--- src/rtl/button_debouncer_pkg.sv ---
// Shared definitions for the button debouncer: the two-bit state encodings.
package button_debouncer_pkg;

  localparam int unsigned STATE_W = 2;

  typedef enum logic [STATE_W-1:0] {
    STABLE_LO = 2'd0,
    PEND_HI   = 2'd1,
    STABLE_HI = 2'd2,
    PEND_LO   = 2'd3
  } state_e;

endpackage

--- src/rtl/button_debouncer.sv ---
// Debounces an already-synchronized level: the output follows only after
// STABLE_CYCLES consecutive samples of the new value, with one-cycle edge pulses.
module button_debouncer
  import button_debouncer_pkg::*;
#(
  parameter int unsigned STABLE_CYCLES = 4,
  parameter int unsigned CNT_WIDTH     = 16
) (
  input  logic clk,
  input  logic rst,
  input  logic sync_signal,
  output logic debounced,
  output logic rise_pulse,
  output logic fall_pulse
);

  localparam logic [CNT_WIDTH-1:0] CNT_LAST = CNT_WIDTH'(STABLE_CYCLES - 1);
  localparam logic [CNT_WIDTH-1:0] CNT_ONE  = CNT_WIDTH'(1);
  localparam bit                   DIRECT   = (STABLE_CYCLES == 1);

  state_e               state_q, state_d;
  logic [CNT_WIDTH-1:0] cnt_q, cnt_d;
  logic                 deb_q, deb_d;
  logic                 rise_q, rise_d;
  logic                 fall_q, fall_d;

  // State and output registers
  always_ff @(posedge clk) begin
    if (rst) begin
      state_q <= STABLE_LO;
      cnt_q   <= '0;
      deb_q   <= 1'b0;
      rise_q  <= 1'b0;
      fall_q  <= 1'b0;
    end else begin
      state_q <= state_d;
      cnt_q   <= cnt_d;
      deb_q   <= deb_d;
      rise_q  <= rise_d;
      fall_q  <= fall_d;
    end
  end

  // Next state; any pending count not explicitly carried forward drops to zero
  always_comb begin
    state_d = state_q;
    cnt_d   = '0;
    deb_d   = deb_q;
    rise_d  = 1'b0;
    fall_d  = 1'b0;
    case (state_q)
      STABLE_LO: begin
        if (sync_signal) begin
          if (DIRECT) begin
            state_d = STABLE_HI;
            deb_d   = 1'b1;
            rise_d  = 1'b1;
          end else begin
            state_d = PEND_HI;
            cnt_d   = CNT_ONE;
          end
        end
      end
      PEND_HI: begin
        if (!sync_signal) begin
          state_d = STABLE_LO;
        end else if (cnt_q == CNT_LAST) begin
          state_d = STABLE_HI;
          deb_d   = 1'b1;
          rise_d  = 1'b1;
        end else begin
          cnt_d = cnt_q + CNT_ONE;
        end
      end
      STABLE_HI: begin
        if (!sync_signal) begin
          if (DIRECT) begin
            state_d = STABLE_LO;
            deb_d   = 1'b0;
            fall_d  = 1'b1;
          end else begin
            state_d = PEND_LO;
            cnt_d   = CNT_ONE;
          end
        end
      end
      PEND_LO: begin
        if (sync_signal) begin
          state_d = STABLE_HI;
        end else if (cnt_q == CNT_LAST) begin
          state_d = STABLE_LO;
          deb_d   = 1'b0;
          fall_d  = 1'b1;
        end else begin
          cnt_d = cnt_q + CNT_ONE;
        end
      end
      default: state_d = STABLE_LO;
    endcase
  end

  assign debounced  = deb_q;
  assign rise_pulse = rise_q;
  assign fall_pulse = fall_q;

endmodule

--- config.mk ---
export PLATFORM = sky130hd
export DESIGN_NAME = button_debouncer
export DESIGN_NICKNAME = d
export VERILOG_FILES = /design/src/rtl/button_debouncer_pkg.sv /design/src/rtl/button_debouncer.sv
export SDC_FILE = /design/constraint.sdc
export NUM_CORES = 1
export LEC_CHECK = 0
export ABC_AREA = 1
export CAP_MARGIN = 30
export CORE_MARGIN = 4
export CORE_UTILIZATION = 55
export DETAILED_ROUTE_END_ITERATION = 8
export PLACE_DENSITY = 0.7
export SLEW_MARGIN = 30
export SYNTH_ARGS = -nofsm -noshare
export SYNTH_HDL_FRONTEND = slang
export SYNTH_SLANG_ARGS = --single-unit
--- constraint.sdc ---
create_clock -name clk -period 2 [get_ports clk]
set_input_delay 0.3 -clock clk [delete_from_list [all_inputs] [get_ports clk]]
set_output_delay 0.3 -clock clk [all_outputs]
set_load 0.1 [all_outputs]
; Yosys cells after proc, flatten, opt, wreduce, memory -nomap -nowiden
; Index checks and enable logic that the tools add are counted.
[totals]
regBits = 21
out_inout_bits = 3
wordCells = 46
[classes]
n_addsub = 1
n_eq_ne = 12
muxes = 19
bitwise = 3
n_reduce_logical = 6
[op_table]
columns = cell, count
row1 = $pmux 16 s4, 1
row2 = $mux 16, 3
row3 = $add 16x1->16 const B, 1
row4 = $eq 16x2->1 const B, 1
row5 = $mux 2, 6
row6 = $ne 2x2->1 const B, 6
row7 = $pmux 2 s4, 1
row8 = $mux 1, 7
row9 = $ne 3x3->1 const B, 2
row10 = $reduce_or 3->1, 2
row11 = $reduce_and 5->1, 1
row12 = $eq 2x2->1 const B, 2
row13 = $reduce_and 4->1, 1
row14 = $not 1->1, 3
row15 = $eq 2x1->1 const B, 1
row16 = $logic_not 2->1, 1
row17 = $pmux 1 s2, 1
row18 = $reduce_bool 2->1, 1

; Depth between registers and ports, before layout
; Gate-level depths: netlist of the first run.
[depth]
word_depth = 4
ltp_mapped = 9
ltp_nobuf = 9

; Worst setup path after synthesis of the first run
; No wires, ideal clock.
[synth_timing]
path_kind = register -> register
from = register debounced (netlist name)
to = register deb_q (netlist: debounced)
arrival_ns = 1.204
required_time_ns = 1.936
setup_slack_ns = 0.733
path_stages_with_launch = 5
cell_sequence = dfxtp_1 -> inv_1 -> nand2_1 -> nand2_1 -> nor2_1
[synth_lines]
columns = item, line_no
row1 = end signal: assignment, button_debouncer.sv:32  ; deb_q <= 1'b0;
row2 = end signal: assignment, button_debouncer.sv:38  ; deb_q <= deb_d;
row3 = end: declaration, button_debouncer.sv:23  ; logic deb_q, deb_d;

; Worst setup path in the final report of the first run
[layout_timing]
from = register cnt_q[0]
to = register cnt_q[14]
[layout_between]
elab_chain_cells = 4
elab_cells_between_ends = 6
cone_classes = add/sub (1) / eq/ne (1) / mux (4)
[layout_rtl]
columns = item, line_no
row1 = start: declaration, button_debouncer.sv:22  ; logic [CNT_WIDTH-1:0] cnt_q, cnt_d;
row2 = start signal: assignment, button_debouncer.sv:37  ; cnt_q <= cnt_d;
row3 = $add 16x1->16 / $eq 16x2->1 (equally long branches), -
row4 = $mux 16 *, "button_debouncer.sv:67, button_debouncer.sv:90"
row5 = $mux 16 (on tied branches), "button_debouncer.sv:88, button_debouncer.sv:65"
row6 = $pmux 16 s4 *, button_debouncer.sv:51  ; case (state_q)
; Every way passes the cells marked *; elsewhere a longest branch is shown, timed or not.
; A chain may end at the register's enable or synchronous reset.

==> results.toml, run 1 <==
[clocking]
clock-sinks = 21
cts_setup_buffers = 0
cts_resized = 0
cts.path.max_buffers = 2
cts_tree = "built"
hold_buffers = 0
clk_latency_ns = 0.31
cts_root_buf = "clkbuf_4"
cts_buffers = 3
htreeDepth = 1
clk_pin_slew_worst_paths_ns = 0.12

[flow_run]
drv_cap = 0

[synth]
yosysMostFrequentCell = "nor2_1"
synth_nets = 152
synth_ff_type = "dfxtp_1"
ys_seq_area_share_pct = 40.6
ys_ff_latch = 21
ys_top_cells_by_area = "dfxtp_1 41%, nor2_1 12%, nand2_1 9.4%"
syn_area_per_cell_um2 = 7.00
ys_top_cells_by_count = "33 x nor2_1, 26 x nand2_1, 21 x dfxtp_1"
synth_area_um2 = 1040
yosysTopAreaCellShare_pct = 40.6
ys_warn_count = 0
yosysUniqueCellTypes = 21
synthArstFlopShare_pct = 0
yosysTopAreaCell = "dfxtp_1"
synth_edf_count = 0
syn_inst = 148

[route]
vias = 890
wl_um = 1910
postRouteAntennaNets = 0
first_pass_iters = 4
post_drt_wl_per_cell_um = 10.5
drt_iter0_drc = 12
avgViaCountPerCell = 4.92
drc = 0

[global_routing]
antenna_found_initial = 0
first_global_vias = 864
grt_max_degree = 14
grt_pass1_wl_um = 3570
grt_use_total_pct = 17.8
grt_overflow = 0

[sta]
tightest_slew_ns = 0.432
rsz0062_at_grt = "no"
whs_ns = 0.491
setup_violations = 0
period_minus_slack_ns = 1.47
fmax_mhz = 679
maxSlewHeadroom_pct = 71.0
tns_ns = 0
clock_skew_ns = 0.00839
final_max_slew_viol_count = 0
fin_crit_sh_pct = 73.6
finalHoldViolCount = 0

[critical_path]
cp-startpoint = "cnt_q[0]$_SDFF_PP0_"
start_kind = "register"
worstPathArrival_ns = 1.67
rr_startpoint = "cnt_q[0]$_SDFF_PP0_"
path_class = "register to register"
worst_setup_path_end_kind = "register"
critPathRequiredTime_ns = 2.19
crit_fanout = 4

[power_and_ir_drop]
power_density_nw_per_um2 = 576
vdd.ir_drop.worst_mv = 0.358
p_leak_nw = 0.419

[floorplan]
start_util_pct = 58.7
coreArea_um2 = 1760
dieArea_um2 = 2640
num_io_pins = 6
die_h_um = 51.4
die_w_um = 51.4
rows = 15

[cells_and_area]
drive_gt1_share_pct = 10.9
fin_nets = 161
area_delta_synth_final_pct = 8.70
diodes = 0

[placement]
portBuffers = 5
dp_hpwl_um = 1490
gp_congestion = 0.844

[outcome]
outcome = "completed"

[hold_path]
hp-class = "register to register"
min_from = "cnt_q[0]$_SDFF_PP0_"
cell type report:
type / count / area [µm²]
multi-input cells: 107 / 533
flip-flops and latches: 21 / 420
fillers: 170 / 638
repair buffers: 5 / 42.5
inverters: 19 / 71.3
clock buffers: 3 / 22.5
well taps: 25 / 31.3
clock inverters: 1 / 5.00
stage by stage:
step | worst slack, ns | area (µm²) | power, mW | utilization (%) | std cells
after CTS | 0.534 | 1130 | 0.650 | 63.8 | 181
after global placement | 0.363 | 1100 | 0.450 | 62.3 | 177
after floorplan | 0.733 | 1040 | 0.444 | - | 148
after detailed placement | 0.275 | 1100 | 0.450 | 62.3 | 177
after global routing | 0.285 | 1130 | 0.669 | 63.8 | 181
final | 0.528 | 1130 | 0.648 | 63.8 | 181
cell families (layout without fill, tap and decap cells):
logic type,count (synthesis),in the layout,share of synthesized area (%)
buf+inv,20,28,7.97
flops,21,21,40.6
simple gates,93,93,41.7
compound gates,8,8,4.35
xor+xnor,5,5,4.23
fa+ha+maj,1,1,1.21
metal layers:
layer	vias up	part of all wire, %	GRT usage (%)
li1	485	-	-
met1	390	51	23.2
met2	13	46	28.8
met3	2	2.6	3.50
met4	0	0.68	6.55
met5	-	0	0
power by group:
group	internal (mW)	switching, mW	leakage, nW
registers	0.421	0.00207	0.170
logic	0.00729	0.0109	0.231
clock network	0.0746	0.133	0.0177
total	0.503	0.146	0.419
flip-flops by register name, indices dropped and copies added (netlist names), named ones only:
signal,flops
debounced,1
cnt_q,16
state_q,1
fall_pulse,1
rise_pulse,1
worst paths after layout:
path | to | slack [ns] | cells after the start
setup / recovery | cnt_q[14]$_SDFF_PP0_ | 0.53 | 8
setup reg to reg | cnt_q[14]$_SDFF_PP0_ | 0.53 | 8
hold reg to reg | cnt_q[0]$_SDFF_PP0_ | 0.49 | 1
hold / removal | cnt_q[0]$_SDFF_PP0_ | 0.49 | 1
cell usage in the layout (no fill, tap or decap), drive strengths merged:
master,n
clkdlybuf4s50,2
nor4,1
nand2,30
a31oi,1
inv,19
o21ai,3
ha,1
nand4,5
clkinv,1
nor3b,2
nand3,8
clkbuf,3
nor2,36
nand3b,1
dfxtp,21
xor2,5
nor3,10
a21oi,4
buf,3
critical path, cell delays in order (launching register included):
cell	delay [ns]
dfxtp_1	0.38
ha_1	0.20
nand2_1	0.11
nor2_2	0.17
nand2_2	0.10
nor2_1	0.19
nand2_1	0.07
nor2_1	0.09
nor3_1	0.05
No activity file was read; power rests on OpenSTA's default activity.
==> run 2: changes to the inputs <==
clock period = 1.5 ns   (was 2 ns; I/O delays follow)
==> results.toml, run 2 (synthesized netlist as in run 1, its figures left out) <==
[critical_path]
start_kind = "register"
critPathRequiredTime_ns = 1.70
crit_fanout = 6
slowest_stage = "dfxtp_1"
worst_setup_path_end_kind = "register"
path_class = "register to register"
worstPathCellList = "nand2_2 > nor3_4 > nand2_1 > nor2_1 > nor3b_2"
cpPeakStageDelay_ns = 0.44
worstPathArrival_ns = 1.59

[floorplan]
start_util_pct = 58.7
die_w_um = 51.4
rows = 15
dieArea_um2 = 2640
num_io_pins = 6
die_h_um = 51.4
coreArea_um2 = 1760

[clocking]
clock-sinks = 21
clk_pin_slew_worst_paths_ns = 0.11
cts_buffers = 3
htreeDepth = 1
cts.path.max_buffers = 2
clk_latency_ns = 0.30
cts_tree = "built"
cts_root_buf = "clkbuf_4"

[placement]
gp_congestion = 0.815
portBuffers = 5
dp_hpwl_um = 1650

[global_routing]
antenna_found_initial = 0
grt_overflow = 0
grt_max_degree = 14
first_global_vias = 933
grt_pass1_wl_um = 3960
grt_use_total_pct = 20.0

[sta]
fin_crit_sh_pct = 92.6
tns_ns = 0
setup_violations = 0
fmax_mhz = 720
rsz0062_at_grt = "yes"
clock_skew_ns = 0.00372
final_max_slew_viol_count = 0
tightest_slew_ns = 0.362
period_minus_slack_ns = 1.39
finalHoldViolCount = 0
maxSlewHeadroom_pct = 75.7

[route]
postRouteAntennaNets = 0
vias = 960
drt_iter0_drc = 21
drc = 0
wl_um = 2190
first_pass_iters = 4
avgViaCountPerCell = 5.11
post_drt_wl_per_cell_um = 11.7

[cells_and_area]
utilization_pct = 70.1
fill_cells = 171
fin_nets = 168
multi_input_area_um2 = 553
largest_register_ffs = 16
seq_area_um2 = 422
area_delta_synth_final_pct = 19.3
diodes = 0
final_common_cell = "nor2_1"
final_cell_mix = "31 x nor2_1, 26 x nand2_1, 20 x dfxtp_1, 19 x inv_1, 9 x nor3_1"
regMostFlops = "cnt_q"
drive_gt1_share_pct = 16.6

[outcome]
outcome = "completed"

[power_and_ir_drop]
p_leak_nw = 0.459
vdd.ir_drop.worst_mv = 0.504
power_density_nw_per_um2 = 700

[flow_run]
drv_cap = 0

[hold_path]
hp-class = "register to register"
[run 2: worst max-delay path, delay by kind of cell (launching register included)]
family | cells | cell delay [ns]
flip-flops | 1 | 0.44
AND/OR/NAND/NOR | 5 | 0.86
[run 2: cell type report]
type	instances	share of cell area (%)
Inverter	19	5.77
Sequential cell	21	34.1
Timing Repair Buffer	12	10.7
Multi-Input combinational cell	107	44.7
Clock buffer	4	2.13
Tap cell	25	2.53
[run 2: metal layers]
layer	vias to the layer above	global-route usage, %	wire length, µm
met5	-	0	0
met3	5	3.50	85
met2	18	32.2	1070
met4	0	7.86	34
li1	503	-	-
met1	434	26.4	1000
[run 2: worst paths after layout]
kind                          end  cells past startpoint  slack [ns]                 from
min reg2reg   cnt_q[0]$_SDFF_PP0_                      1        0.45  cnt_q[0]$_SDFF_PP0_
max reg2reg  cnt_q[11]$_SDFF_PP0_                      5        0.11  cnt_q[6]$_SDFF_PP0_
max          cnt_q[11]$_SDFF_PP0_                      5        0.11  cnt_q[6]$_SDFF_PP0_
min           cnt_q[0]$_SDFF_PP0_                      1        0.45  cnt_q[0]$_SDFF_PP0_
[run 2: timing repair]
action                                  CTS  global route
endpoints found under the setup margin    0            17
setup buffers                             0             0
endpoints found under the hold margin     0             0
hold buffers                              0             0
resized for setup                         0             7
[run 2: through the flow]
step | hold slack, ns | area [µm²] | worst slack (ns) | std cells | power, mW
after floorplan | 0.303 | 1040 | 0.233 | 148 | 0.592
final | 0.450 | 1240 | 0.111 | 188 | 0.866
after CTS | 0.484 | 1210 | 0.0823 | 188 | 0.873
after global placement | 0.460 | 1190 | -0.0363 | 184 | 0.607
after detailed placement | 0.467 | 1190 | -0.0965 | 184 | 0.608
after global routing | 0.465 | 1240 | -0.00548 | 188 | 0.902
[run 2: power by group]
group / internal (mW) / switching (mW)
sequential: 0.561 / 0.00332
combinational: 0.0159 / 0.0171
clock: 0.104 / 0.165
total: 0.681 / 0.185
